$ cat src/rtl/y86_pkg.sv
// Shared Y86 definitions: instruction codes, status encodings and the
// sequential controller state enumeration. Optional macro SEQ_STEP_EN adds
// the single-step PAUSE state.
package y86_pkg;

  localparam logic [3:0] I_HALT   = 4'h0;
  localparam logic [3:0] I_NOP    = 4'h1;
  localparam logic [3:0] I_RRMOVQ = 4'h2;
  localparam logic [3:0] I_IRMOVQ = 4'h3;
  localparam logic [3:0] I_RMMOVQ = 4'h4;
  localparam logic [3:0] I_MRMOVQ = 4'h5;
  localparam logic [3:0] I_OPQ    = 4'h6;
  localparam logic [3:0] I_JXX    = 4'h7;
  localparam logic [3:0] I_CALL   = 4'h8;
  localparam logic [3:0] I_RET    = 4'h9;
  localparam logic [3:0] I_PUSHQ  = 4'hA;
  localparam logic [3:0] I_POPQ   = 4'hB;

  typedef enum logic [1:0] {
    STAT_AOK = 2'd0,
    STAT_HLT = 2'd1,
    STAT_ADR = 2'd2,
    STAT_INS = 2'd3
  } stat_e;

  typedef enum logic [3:0] {
    S_IDLE      = 4'd0,
    S_FETCH     = 4'd1,
    S_DECODE    = 4'd2,
    S_EXECUTE   = 4'd3,
    S_MEMORY    = 4'd4,
    S_WRITEBACK = 4'd5,
    S_PCUPD     = 4'd6,
    S_HALT      = 4'd7
`ifdef SEQ_STEP_EN
    ,
    S_PAUSE     = 4'd8
`endif
  } state_e;

  // Instructions that touch data memory in the MEMORY stage.
  function automatic logic is_mem_icode(input logic [3:0] code);
    logic r;
    case (code)
      I_RMMOVQ, I_MRMOVQ, I_CALL, I_RET, I_PUSHQ, I_POPQ: r = 1'b1;
      default:                                            r = 1'b0;
    endcase
    return r;
  endfunction

endpackage

$ cat src/rtl/seq_mem_timer.sv
// Data-memory timeout counter. Counts consecutive enabled cycles; o_expired
// is high during the last allowed cycle (MEM_TIMEOUT-th enabled cycle).
module seq_mem_timer #(
  parameter int MEM_TIMEOUT = 16
) (
  input  logic i_clk,
  input  logic i_reset,
  input  logic i_clear,
  input  logic i_en,
  output logic o_expired
);

  localparam int W = (MEM_TIMEOUT > 1) ? $clog2(MEM_TIMEOUT) : 1;
  localparam logic [W-1:0] LAST = W'(MEM_TIMEOUT - 1);

  logic [W-1:0] r_count;

  // Count elapsed wait cycles, holding at the final value.
  always_ff @(posedge i_clk) begin
    if (i_reset || i_clear) begin
      r_count <= '0;
    end else if (i_en && !o_expired) begin
      r_count <= r_count + W'(1);
    end
  end

  assign o_expired = (r_count == LAST);

endmodule

$ cat src/rtl/seq_controller.sv
// Multi-cycle Y86 sequencer: FETCH..PCUPD stage enables, data-memory
// handshake with timeout, status reporting and retired-instruction count.
// Optional macro SEQ_STEP_EN adds the step input and PAUSE state.
module seq_controller
  import y86_pkg::*;
#(
  parameter int MEM_TIMEOUT = 16,
  parameter int CNT_W       = 32
) (
  input  logic             clk,
  input  logic             reset,
  input  logic             start,
  input  logic [3:0]       icode,
  input  logic             imem_err,
  input  logic             dmem_ack,
  input  logic             dmem_err,
`ifdef SEQ_STEP_EN
  input  logic             step,
`endif
  output logic             f_en,
  output logic             d_en,
  output logic             e_en,
  output logic             m_en,
  output logic             w_en,
  output logic             pc_en,
  output logic             dmem_req,
  output logic [1:0]       stat,
  output logic             halted,
  output logic [CNT_W-1:0] retired
);

  state_e           r_state;
  state_e           w_next;
  stat_e            r_stat;
  stat_e            w_stat_next;
  logic [3:0]       r_icode;
  logic [CNT_W-1:0] r_retired;
  logic             w_mem_req;
  logic             w_expired;

  seq_mem_timer #(
    .MEM_TIMEOUT(MEM_TIMEOUT)
  ) u_timer (
    .i_clk     (clk),
    .i_reset   (reset),
    .i_clear   (!w_mem_req),
    .i_en      (w_mem_req),
    .o_expired (w_expired)
  );

  // State register.
  always_ff @(posedge clk) begin
    if (reset) begin
      r_state <= S_IDLE;
    end else begin
      r_state <= w_next;
    end
  end

  // Status, latched instruction code and retired counter.
  always_ff @(posedge clk) begin
    if (reset) begin
      r_stat    <= STAT_AOK;
      r_icode   <= '0;
      r_retired <= '0;
    end else begin
      r_stat <= w_stat_next;
      if (r_state == S_FETCH) begin
        r_icode <= icode;
      end
      if (r_state == S_PCUPD) begin
        r_retired <= r_retired + CNT_W'(1);
      end
    end
  end

  // Next-state, status update and stage enables.
  always_comb begin
    w_next      = r_state;
    w_stat_next = r_stat;
    w_mem_req   = 1'b0;
    f_en        = 1'b0;
    d_en        = 1'b0;
    e_en        = 1'b0;
    m_en        = 1'b0;
    w_en        = 1'b0;
    pc_en       = 1'b0;
    case (r_state)
      S_IDLE: begin
        if (start) w_next = S_FETCH;
      end
      S_FETCH: begin
        f_en = 1'b1;
        if (imem_err) begin
          w_next      = S_HALT;
          w_stat_next = STAT_ADR;
        end else if (icode > I_POPQ) begin
          w_next      = S_HALT;
          w_stat_next = STAT_INS;
        end else if (icode == I_HALT) begin
          w_next      = S_HALT;
          w_stat_next = STAT_HLT;
        end else begin
          w_next = S_DECODE;
        end
      end
      S_DECODE: begin
        d_en   = 1'b1;
        w_next = S_EXECUTE;
      end
      S_EXECUTE: begin
        e_en   = 1'b1;
        w_next = S_MEMORY;
      end
      S_MEMORY: begin
        m_en = 1'b1;
        if (is_mem_icode(r_icode)) begin
          w_mem_req = 1'b1;
          // An ack on the final allowed cycle takes precedence over expiry.
          if (dmem_ack) begin
            if (dmem_err) begin
              w_next      = S_HALT;
              w_stat_next = STAT_ADR;
            end else begin
              w_next = S_WRITEBACK;
            end
          end else if (w_expired) begin
            w_next      = S_HALT;
            w_stat_next = STAT_ADR;
          end
        end else begin
          w_next = S_WRITEBACK;
        end
      end
      S_WRITEBACK: begin
        w_en   = 1'b1;
        w_next = S_PCUPD;
      end
      S_PCUPD: begin
        pc_en = 1'b1;
`ifdef SEQ_STEP_EN
        w_next = S_PAUSE;
`else
        w_next = S_FETCH;
`endif
      end
`ifdef SEQ_STEP_EN
      S_PAUSE: begin
        if (step) w_next = S_FETCH;
      end
`endif
      S_HALT: begin
        w_next = S_HALT;
      end
      default: begin
        w_next = S_IDLE;
      end
    endcase
  end

  assign dmem_req = w_mem_req;
  assign halted   = (r_state == S_HALT);
  assign stat     = r_stat;
  assign retired  = r_retired;

endmodule

$ cat config.mk
export PLATFORM = sky130hd
export DESIGN_NAME = seq_controller
export DESIGN_NICKNAME = d
export VERILOG_FILES = /design/src/rtl/y86_pkg.sv /design/src/rtl/seq_mem_timer.sv /design/src/rtl/seq_controller.sv
export SDC_FILE = /design/constraint.sdc
export NUM_CORES = 1
export LEC_CHECK = 0
export CORE_ASPECT_RATIO = 0.5
export CORE_UTILIZATION = 53
export DETAILED_ROUTE_END_ITERATION = 12
export GPL_TIMING_DRIVEN = 0
export PLACE_DENSITY_LB_ADDON = 0.25
export SYNTH_ARGS = -nofsm -noshare
export SYNTH_HDL_FRONTEND = slang
export SYNTH_SLANG_ARGS = --single-unit
$ cat constraint.sdc
create_clock -name clk -period 3.39 [get_ports clk]
set_clock_uncertainty 0.05 [all_clocks]
set_input_delay 0.678 -clock clk [delete_from_list [all_inputs] [get_ports clk]]
set_output_delay 0.678 -clock clk [all_outputs]
set_load 0.01 [all_outputs]
==> flow_summary.toml, run 1 <==
[yosys]
synth_sequential_area_ratio_pct = 41.0
muxShareOfSynthArea_pct = 2.33
postSynth.topFlopCell = "sky130_fd_sc_hd__dfxtp_1"
asyncSetResetFlopFracSynth_pct = 0
cell_area_after_synthesis_mm2 = 0.00215
synth_compound_area_share_pct = 18.4
synthesis.area_per_instance_um2 = 8.55
synthCells = 251
synth_warnings = 0
synth_edf_count = 0
yosys.area_share.xor_xnor_pct = 3.67
yosys.cell_types.count = 38
synth-seq-cells = 44
post_synth_and_or_nand_nor_area_fraction_pct = 28.2
yosys.area_share.adder_pct = 1.17
syn-num-nets = 263
synth_top_family_by_area = "simple AND/OR/NAND/NOR gates"

[placed_design]
place_hpwl_um = 3800
numPortBuffers = 50
place_inst = 352
gp_routability_congestion = 0.806
dpl_worst_slack_ns = 0.602

[cts]
cts.root.buffer_cell = "sky130_fd_sc_hd__clkbuf_8"
cts_made_buffers = 5
cts_hold_buf = 0
cts.htree.levels = 2
cts.clk_slew.worst_paths_ns = 0.08
numClockSinks = 44
cts_setup_buffers = 0
clk-insertion-delay-late_ns = 0.30
post_cts_resize_count = 0
cts.path.max_buffers = 2
tritoncts_clock_tree = "yes"

[critical_path]
cp_data_required_time_ns = 2.66
setup.worst_path.class = "flop to output pin"
critPathMaxFanout = 10
data_arrival_critical_path_ns = 2.47
worstSetupEndpointType = "output pin"
timing.reg2reg.setup_slack_ns = 1.09
startpoint = "r_state[2]"
critical_path.reg2reg.startpoint = "retired[10]"
crit_path_start_kind = "flop"

[timing]
finalHoldViolCount = 0
timing.fmax_mhz = 313
final_period_minus_worst_setup_slack_ns = 3.19
max_slew_margin_pct = 56.7
report.final.setup_viol = 0
fin_ws_ns = 0.196
tightestPinTransition_ns = 0.645
report.final.slew_viol_count = 0
setup_tns_ns = 0
rsz0062_at_grt = "no"
period_share_pct = 94.2

[power]
power_per_cell_area_mw_per_mm2 = 380
power.leakage_nw = 0.936
ir_worst_vdd_uv = 327

[final_layout]
fin_cells = 360
filler_cell_count = 278
layout.nets = 320
share_of_layout_cells_above_drive_strength_1_pct = 4.85
antennaDiodeCount = 0
flow.area_growth_from_synthesis_pct = 31.3

[global_routing]
maximum_number_of_pins_on_one_net_before_global_route_repair = 14
first_global_vias = 1855
globalRouteTotalUtil_pct = 25.6
global_route_wire_length_before_repair_um = 8490
antenna_found_initial = 0
grt-ovfl-total = 0

[drt]
avgRoutedWirePerCell_um = 14.9
wl_met1_um = 2530
routed_wl_met3_um = 229
totalWireLength_um = 5380
drc = 0
remaining_number_of_nets_flagged_by_the_antenna_check_after_routing = 0
first_iter_violations = 82
routed-via-count = 2117
drt_first_pass_iters = 4
topRoutingLayerUsed = "met4"
met2WireLength_um = 2600
average_via_count_per_standard_cell = 5.88

[outcome]
run_status = "complete, no violations"

[die]
chipWidth_um = 92.0
core.rowCount = 15
initial_core_util_pct = 58.9
design.die.area_mm2 = 0.00432
core_region_area_mm2 = 0.00364
die_h_um = 47.0
io-pin-count = 52

[hold_path]
holdCritPathClass = "flop to flop"
worstHoldStart = "stat[1]"

[flow_run]
timing.max_cap.violations = 0
==> power breakdown <==
part	leakage [nW]	switching, mW	internal, mW
Combinational	0.525	0.0679	0.0635
Clock	0.0552	0.180	0.219
Sequential	0.356	0.00951	0.530
Total	0.936	0.257	0.812
==> worst paths after layout <==
check | endpoint | cells past startpoint
setup / recovery | dmem_req | 5
hold / removal | stat[1] | 1
setup reg to reg | retired[31] | 6
hold reg to reg | stat[1] | 1
==> critical path, cell delays in order (launching register included) <==
cell	delay [ns]
sky130_fd_sc_hd__dfxtp_1	0.40
sky130_fd_sc_hd__clkbuf_1	0.35
sky130_fd_sc_hd__nor3b_1	0.42
sky130_fd_sc_hd__o21ai_1	0.34
sky130_fd_sc_hd__inv_1	0.12
sky130_fd_sc_hd__clkdlybuf4s50_1	0.54
==> metrics by stage <==
step	hold slack (ns)	instance area [um^2]	util [%]	power, mW
final	0.421	2820	77.4	1.07
after global placement	0.398	2710	74.4	0.677
after CTS	0.429	2820	77.4	1.07
after global routing	0.452	2820	77.4	1.10
after detailed placement	0.410	2710	74.4	0.682
after floorplan	0.412	2150	-	0.630
==> kinds of logic after synthesis <==
family / Yosys count
simple gates: 101
buf+inv: 24
compound gates: 66
mux: 5
xor+xnor: 9
flops: 44
fa+ha+maj: 2
==> state kept, by name (all words and copies together) (netlist names) <==
signal and flops:
retired 32, u_timer.r_count 4, r_icode 3, r_state 3, stat 2
==> cells in the mapped netlist (7+ instances only) <==
| library cell | instances | area [um^2] |
|---|---|---|
| sky130_fd_sc_hd__nand2_1 | 15 | 56.3 |
| sky130_fd_sc_hd__o21ai_0 | 11 | 55.1 |
| sky130_fd_sc_hd__clkbuf_1 | 12 | 45.0 |
| sky130_fd_sc_hd__or4_1 | 17 | 128 |
| sky130_fd_sc_hd__or3_1 | 7 | 43.8 |
| sky130_fd_sc_hd__nand3_1 | 12 | 60.1 |
| sky130_fd_sc_hd__o31ai_1 | 17 | 128 |
| sky130_fd_sc_hd__nor2_1 | 14 | 52.6 |
| sky130_fd_sc_hd__a21oi_1 | 29 | 145 |
| sky130_fd_sc_hd__inv_1 | 8 | 30.0 |
| sky130_fd_sc_hd__dfxtp_1 | 44 | 881 |
| sky130_fd_sc_hd__xnor2_1 | 7 | 61.3 |
| sky130_fd_sc_hd__nor3_1 | 8 | 40.0 |
==> layout by cell type, fill, tap and decap left out, drive strengths merged, types with 2 or more instances in the layout <==
cell	synthesis	final
a21o	2	2
a21oi	29	29
a31oi	2	2
and3	4	4
and4	3	3
buf	4	4
clkbuf	12	18
clkdlybuf4s50	0	50
dfxtp	44	44
ha	2	2
inv	8	8
mux2i	5	5
nand2	15	15
nand2b	2	2
nand3	12	12
nand4	6	6
nor2	14	14
nor3	8	8
nor3b	4	4
nor4	2	2
o21ai	12	12
o31ai	17	17
or3	7	7
or4	19	19
xnor2	7	7
xor2	2	2
==> cell type report <==
type	instances	area, um^2	area share, %
Sequential cell	44	881	31.3
Timing Repair Buffer	50	500	17.8
Inverter	8	30.0	1.07
Clock buffer	6	72.6	2.58
Buffer	16	82.6	2.93
Clock inverter	2	35.0	1.24
Multi-Input combinational cell	183	1150	40.9
Tap cell	51	63.8	2.26
==> routing by layer <==
metal	vias up	global-route usage, %
met1	1009	31.2
met4	0	7.19
met3	2	6.15
met5	-	0
met2	53	47.8
li1	1053	-
Power figures use the tool's default switching activity.
==> run 2, diff against run 1 <==
--- a/config.mk
+++ b/config.mk
@@ -5,8 +5,10 @@
 export SDC_FILE = /design/constraint.sdc
 export NUM_CORES = 1
 export LEC_CHECK = 0
+export CELL_PAD_IN_SITES_DETAIL_PLACEMENT = 1
+export CELL_PAD_IN_SITES_GLOBAL_PLACEMENT = 2
 export CORE_ASPECT_RATIO = 0.5
-export CORE_UTILIZATION = 53
+export CORE_UTILIZATION = 31
 export DETAILED_ROUTE_END_ITERATION = 12
 export GPL_TIMING_DRIVEN = 0
 export PLACE_DENSITY_LB_ADDON = 0.25
==> run 2 against run 1 <==
Critical path depth did not move. Register-to-register slack got worse by 0.06 ns. Via count fell by 0.66%. Die area rose by 68%. Total power rose by 6.4%. Sequential power barely moved.
==> flow_summary.toml, run 2 (synthesized netlist as in run 1, its figures left out) <==
[power]
clock_power_share_pct = 40.8
p_sw_share_pct = 24.2
ir_worst_vdd_uv = 153
internal_power_mw = 0.862
switchingPower_mw = 0.275
pwr-share-comb_pct = 11.7
power.leakage_nw = 0.948
seq_power_share_pct = 47.5
power_per_cell_area_mw_per_mm2 = 394

[global_routing]
antenna_found_initial = 0
global_route_wire_length_before_repair_um = 10200
first_global_vias = 2094
globalRouteTotalUtil_pct = 18.2
maximum_number_of_pins_on_one_net_before_global_route_repair = 13
grt-ovfl-total = 0

[final_layout]
seqCellArea_um2 = 881
multi_input_gate_area_in_the_final_layout_mm2 = 0.00115
filler_cell_count = 790
final_cell_mix = "50 x sky130_fd_sc_hd__clkdlybuf4s50_1, 44 x sky130_fd_sc_hd__dfxtp_1, 29 x sky130_fd_sc_hd__a21oi_1"
share_of_layout_cells_above_drive_strength_1_pct = 4.55
largest_register_ffs = 32
flow.area_growth_from_synthesis_pct = 34.7
finish.utilization_pct = 45.5
antennaDiodeCount = 0
mostFrequentLayoutCell = "sky130_fd_sc_hd__clkdlybuf4s50_1"
layout.nets = 320

[die]
io-pin-count = 52
die_h_um = 60.8
initial_core_util_pct = 33.8
design.die.area_mm2 = 0.00728
chipWidth_um = 120
core_region_area_mm2 = 0.00636
core.rowCount = 20

[timing]
max_slew_margin_pct = 61.3
finalHoldViolCount = 0
rsz0062_at_grt = "no"
period_share_pct = 92.1
final_period_minus_worst_setup_slack_ns = 3.12
fin_ws_ns = 0.266
report.final.slew_viol_count = 0
timing.fmax_mhz = 320
tightestPinTransition_ns = 0.576
setup_tns_ns = 0
report.final.setup_viol = 0

[cts]
cts.path.max_buffers = 2
tritoncts_clock_tree = "yes"
cts_hold_buf = 0
cts.htree.levels = 2
cts_setup_buffers = 0
cts_made_buffers = 5
clk-insertion-delay-late_ns = 0.29
cts.root.buffer_cell = "sky130_fd_sc_hd__clkbuf_16"
numClockSinks = 44
post_cts_resize_count = 0
cts.clk_slew.worst_paths_ns = 0.06

[hold_path]
holdCritPathClass = "flop to flop"
worstHoldStart = "stat[1]"

[critical_path]
setup.worst_path.class = "flop to output pin"
startpoint = "r_state[2]"
worstSetupEndpointType = "output pin"
crit_path_start_kind = "flop"
critPathMaxFanout = 10
critical_path.reg2reg.startpoint = "retired[10]"
data_arrival_critical_path_ns = 2.40
cp_data_required_time_ns = 2.66

[drt]
totalWireLength_um = 6120
drt_first_pass_iters = 4
average_via_count_per_standard_cell = 5.31
avgRoutedWirePerCell_um = 15.5
first_iter_violations = 96
remaining_number_of_nets_flagged_by_the_antenna_check_after_routing = 0
routed-via-count = 2103
drc = 0

[flow_run]
timing.max_cap.violations = 0

[outcome]
run_status = "complete, no violations"

[placed_design]
place_hpwl_um = 4360
numPortBuffers = 50
gp_routability_congestion = 0.707
dpl_worst_slack_ns = 0.518
## run 2: cell count changes in the layout (fill, tap and decap cells not counted), sizes merged
| cell | change |
|---|---|
| bufinv | -1 |
## run 2: critical path: stages (launching register included)
cell	delay [ns]
sky130_fd_sc_hd__dfxtp_1	0.39
sky130_fd_sc_hd__clkbuf_1	0.37
sky130_fd_sc_hd__nor3b_1	0.40
sky130_fd_sc_hd__o21ai_1	0.31
sky130_fd_sc_hd__inv_1	0.11
sky130_fd_sc_hd__clkdlybuf4s50_1	0.53
## run 2: power groups by stage
stage	registers, mW	logic (mW)	clock network (mW)
after floorplan	0.551	0.0781	0
after global placement	0.551	0.132	0
after detailed placement	0.551	0.134	0
after CTS	0.540	0.136	0.478
after global routing	0.541	0.147	0.508
final	0.540	0.134	0.464
## run 2: worst paths after layout
| path | to | slack (ns) | depth (start not counted) |
|---|---|---|---|
| worst max-delay path | dmem_req | 0.27 | 5 |
| worst min-delay path | stat[1] | 0.42 | 1 |
| worst max register to register | retired[31] | 1.03 | 6 |
| worst min register to register | stat[1] | 0.42 | 1 |
## run 2: final cells by class
cell class | count | share of cell area, %
Buffer | 16 | 2.86
Clock buffer | 6 | 4.46
Clock inverter | 1 | 0.173
Inverter | 8 | 1.04
Multi-Input combinational cell | 183 | 39.9
Sequential cell | 44 | 30.5
Tap cell | 88 | 3.81
Timing Repair Buffer | 50 | 17.3
## run 2: routing by layer
layer  wire length, um  global-route usage, %  up-vias
met5                 0                      0        -
met1              2890                   21.4     1019
met3               200                   4.61        8
met4                72                   5.89        0
met2              2960                   33.7       25
li1                  -                      -     1051
## run 2: stage by stage
| step | power [mW] | cell area, um^2 | cells | hold WS [ns] |
|---|---|---|---|---|
| after floorplan | 0.630 | 2150 | 251 | 0.412 |
| after global placement | 0.682 | 2760 | 389 | 0.403 |
| after detailed placement | 0.686 | 2760 | 389 | 0.412 |
| after CTS | 1.15 | 2890 | 396 | 0.426 |
| after global routing | 1.20 | 2890 | 396 | 0.436 |
| final | 1.14 | 2890 | 396 | 0.419 |
==> run 3, diff against run 2 <==
--- a/config.mk
+++ b/config.mk
@@ -5,12 +5,13 @@
 export SDC_FILE = /design/constraint.sdc
 export NUM_CORES = 1
 export LEC_CHECK = 0
+export CAP_MARGIN = 30
 export CELL_PAD_IN_SITES_DETAIL_PLACEMENT = 1
 export CELL_PAD_IN_SITES_GLOBAL_PLACEMENT = 2
 export CORE_ASPECT_RATIO = 0.5
 export CORE_UTILIZATION = 31
+export CTS_CLUSTER_DIAMETER = 50
 export DETAILED_ROUTE_END_ITERATION = 12
-export GPL_TIMING_DRIVEN = 0
 export PLACE_DENSITY_LB_ADDON = 0.25
 export SYNTH_ARGS = -nofsm -noshare
 export SYNTH_HDL_FRONTEND = slang
==> run 3 against run 2 <==
Non-clock buffer count decreased by 13. Die area unchanged. Total power down 0.86%. Routed wire length shrank 9.8%. Combinational power decreased by 16%. Flip-flop and latch count unchanged. Via count down 1.9%. Count of clock-buffer cells in the layout is 1 lower.
==> flow_summary.toml, run 3 (synthesized netlist as in run 1, its figures left out) <==
[drt]
drt_first_pass_iters = 4
avgRoutedWirePerCell_um = 14.4
routed-via-count = 2064
average_via_count_per_standard_cell = 5.39
first_iter_violations = 52
remaining_number_of_nets_flagged_by_the_antenna_check_after_routing = 0
drc = 0
totalWireLength_um = 5520

[timing]
report.final.slew_viol_count = 0
finalHoldViolCount = 0
final_period_minus_worst_setup_slack_ns = 2.91
period_share_pct = 85.9
max_slew_margin_pct = 46.5
report.final.setup_viol = 0
timing.fmax_mhz = 343
tightestPinTransition_ns = 0.800
setup_tns_ns = 0
rsz0062_at_grt = "no"

[cts]
cts.clk_slew.worst_paths_ns = 0.06
numClockSinks = 44
cts.root.buffer_cell = "sky130_fd_sc_hd__clkbuf_16"
tritoncts_clock_tree = "yes"
cts_hold_buf = 0
cts_setup_buffers = 0
cts_made_buffers = 5
cts.path.max_buffers = 2
post_cts_resize_count = 0
clk-insertion-delay-late_ns = 0.29
cts.htree.levels = 2

[global_routing]
maximum_number_of_pins_on_one_net_before_global_route_repair = 24
globalRouteTotalUtil_pct = 16.4
first_global_vias = 2047
grt-ovfl-total = 0
global_route_wire_length_before_repair_um = 9380
antenna_found_initial = 0

[die]
io-pin-count = 52
core.rowCount = 20
design.die.area_mm2 = 0.00728
initial_core_util_pct = 33.8
chipWidth_um = 120
die_h_um = 60.8
core_region_area_mm2 = 0.00636

[critical_path]
crit_path_start_kind = "flop"
worstPathCellList = "nor3b_1 > o21ai_1 > inv_1 > clkdlybuf4s50_1"
cp_data_required_time_ns = 2.66
data_arrival_critical_path_ns = 2.18
timing.critical_path.slowest_cell_delay_ns = 0.57
setup.worst_path.class = "flop to output pin"
worstSetupEndpointType = "output pin"
cp_slowest_cell = "sky130_fd_sc_hd__dfxtp_1"
critPathMaxFanout = 12

[power]
p_sw_share_pct = 24.0
internal_power_mw = 0.857
switchingPower_mw = 0.271
power_per_cell_area_mw_per_mm2 = 398
clock_power_share_pct = 41.0
pwr-share-comb_pct = 10.0
seq_power_share_pct = 49.1
power.leakage_nw = 0.927
ir_worst_vdd_uv = 152

[placed_design]
place_hpwl_um = 3900
gp_routability_congestion = 0.722
numPortBuffers = 51
dpl_cell_area_mm2 = 0.00270

[final_layout]
layout.nets = 307
largest_register_ffs = 32
flow.area_growth_from_synthesis_pct = 32.2
share_of_layout_cells_above_drive_strength_1_pct = 4.75
antennaDiodeCount = 0
final_cell_mix = "51 x sky130_fd_sc_hd__clkdlybuf4s50_1, 44 x sky130_fd_sc_hd__dfxtp_1, 29 x sky130_fd_sc_hd__a21oi_1"
post_layout_instance_area_mm2 = 0.00284
mostFrequentLayoutCell = "sky130_fd_sc_hd__clkdlybuf4s50_1"

[hold_path]
holdCritPathClass = "flop to flop"

[flow_run]
timing.max_cap.violations = 0

[outcome]
run_status = "complete, no violations"
==> run 3: layout make-up <==
class	count	area, um^2
Inverter	8	30.0
Tap cell	88	110
Multi-Input combinational cell	183	1150
Fill cell	751	3520
Clock buffer	5	125
Sequential cell	44	881
Clock inverter	2	12.5
Timing Repair Buffer	53	526
==> run 3: per-layer routing <==
| layer | share of wire, % | vias up | track usage [%] |
|---|---|---|---|
| li1 | - | 1028 | - |
| met1 | 48 | 1003 | 19.1 |
| met2 | 48 | 28 | 30.6 |
| met3 | 3.1 | 5 | 4.42 |
| met4 | 0.69 | 0 | 4.46 |
| met5 | 0 | - | 0 |
==> run 3: worst paths after layout <==
kind                                   from           to  slack [ns]  cells past startpoint
worst min-delay path                stat[1]      stat[1]        0.42                      1
worst max-delay path             r_state[2]     dmem_req        0.48                      4
worst max register to register  retired[10]  retired[31]        1.01                      4
worst min register to register      stat[1]      stat[1]        0.42                      1
==> run 3: critical path: cells and delay by family (launching register included) <==
kind            cells  cell delay (ns)
compound gates      1             0.30
buf+inv             2             0.64
flops               1             0.57
simple gates        1             0.39
==> run 3: stage by stage <==
stage | hold WS (ns) | setup WS [ns] | utilization, % | power [mW] | std cells
finish | 0.419 | 0.479 | 44.6 | 1.13 | 383
global route | 0.449 | 0.235 | 44.6 | 1.19 | 383
CTS | 0.424 | 0.426 | 44.6 | 1.15 | 383
detailed placement | 0.410 | 0.736 | 42.5 | 0.678 | 376
global placement | 0.406 | 0.864 | 42.5 | 0.675 | 376
floorplan | 0.412 | 1.13 | - | 0.630 | 251
==> run 3: power groups by stage <==
stage	clock network, mW	logic, mW	registers [mW]
final	0.462	0.112	0.553
after global routing	0.504	0.124	0.557
after CTS	0.482	0.114	0.553
after detailed placement	0	0.113	0.565
after global placement	0	0.112	0.563
after floorplan	0	0.0781	0.551
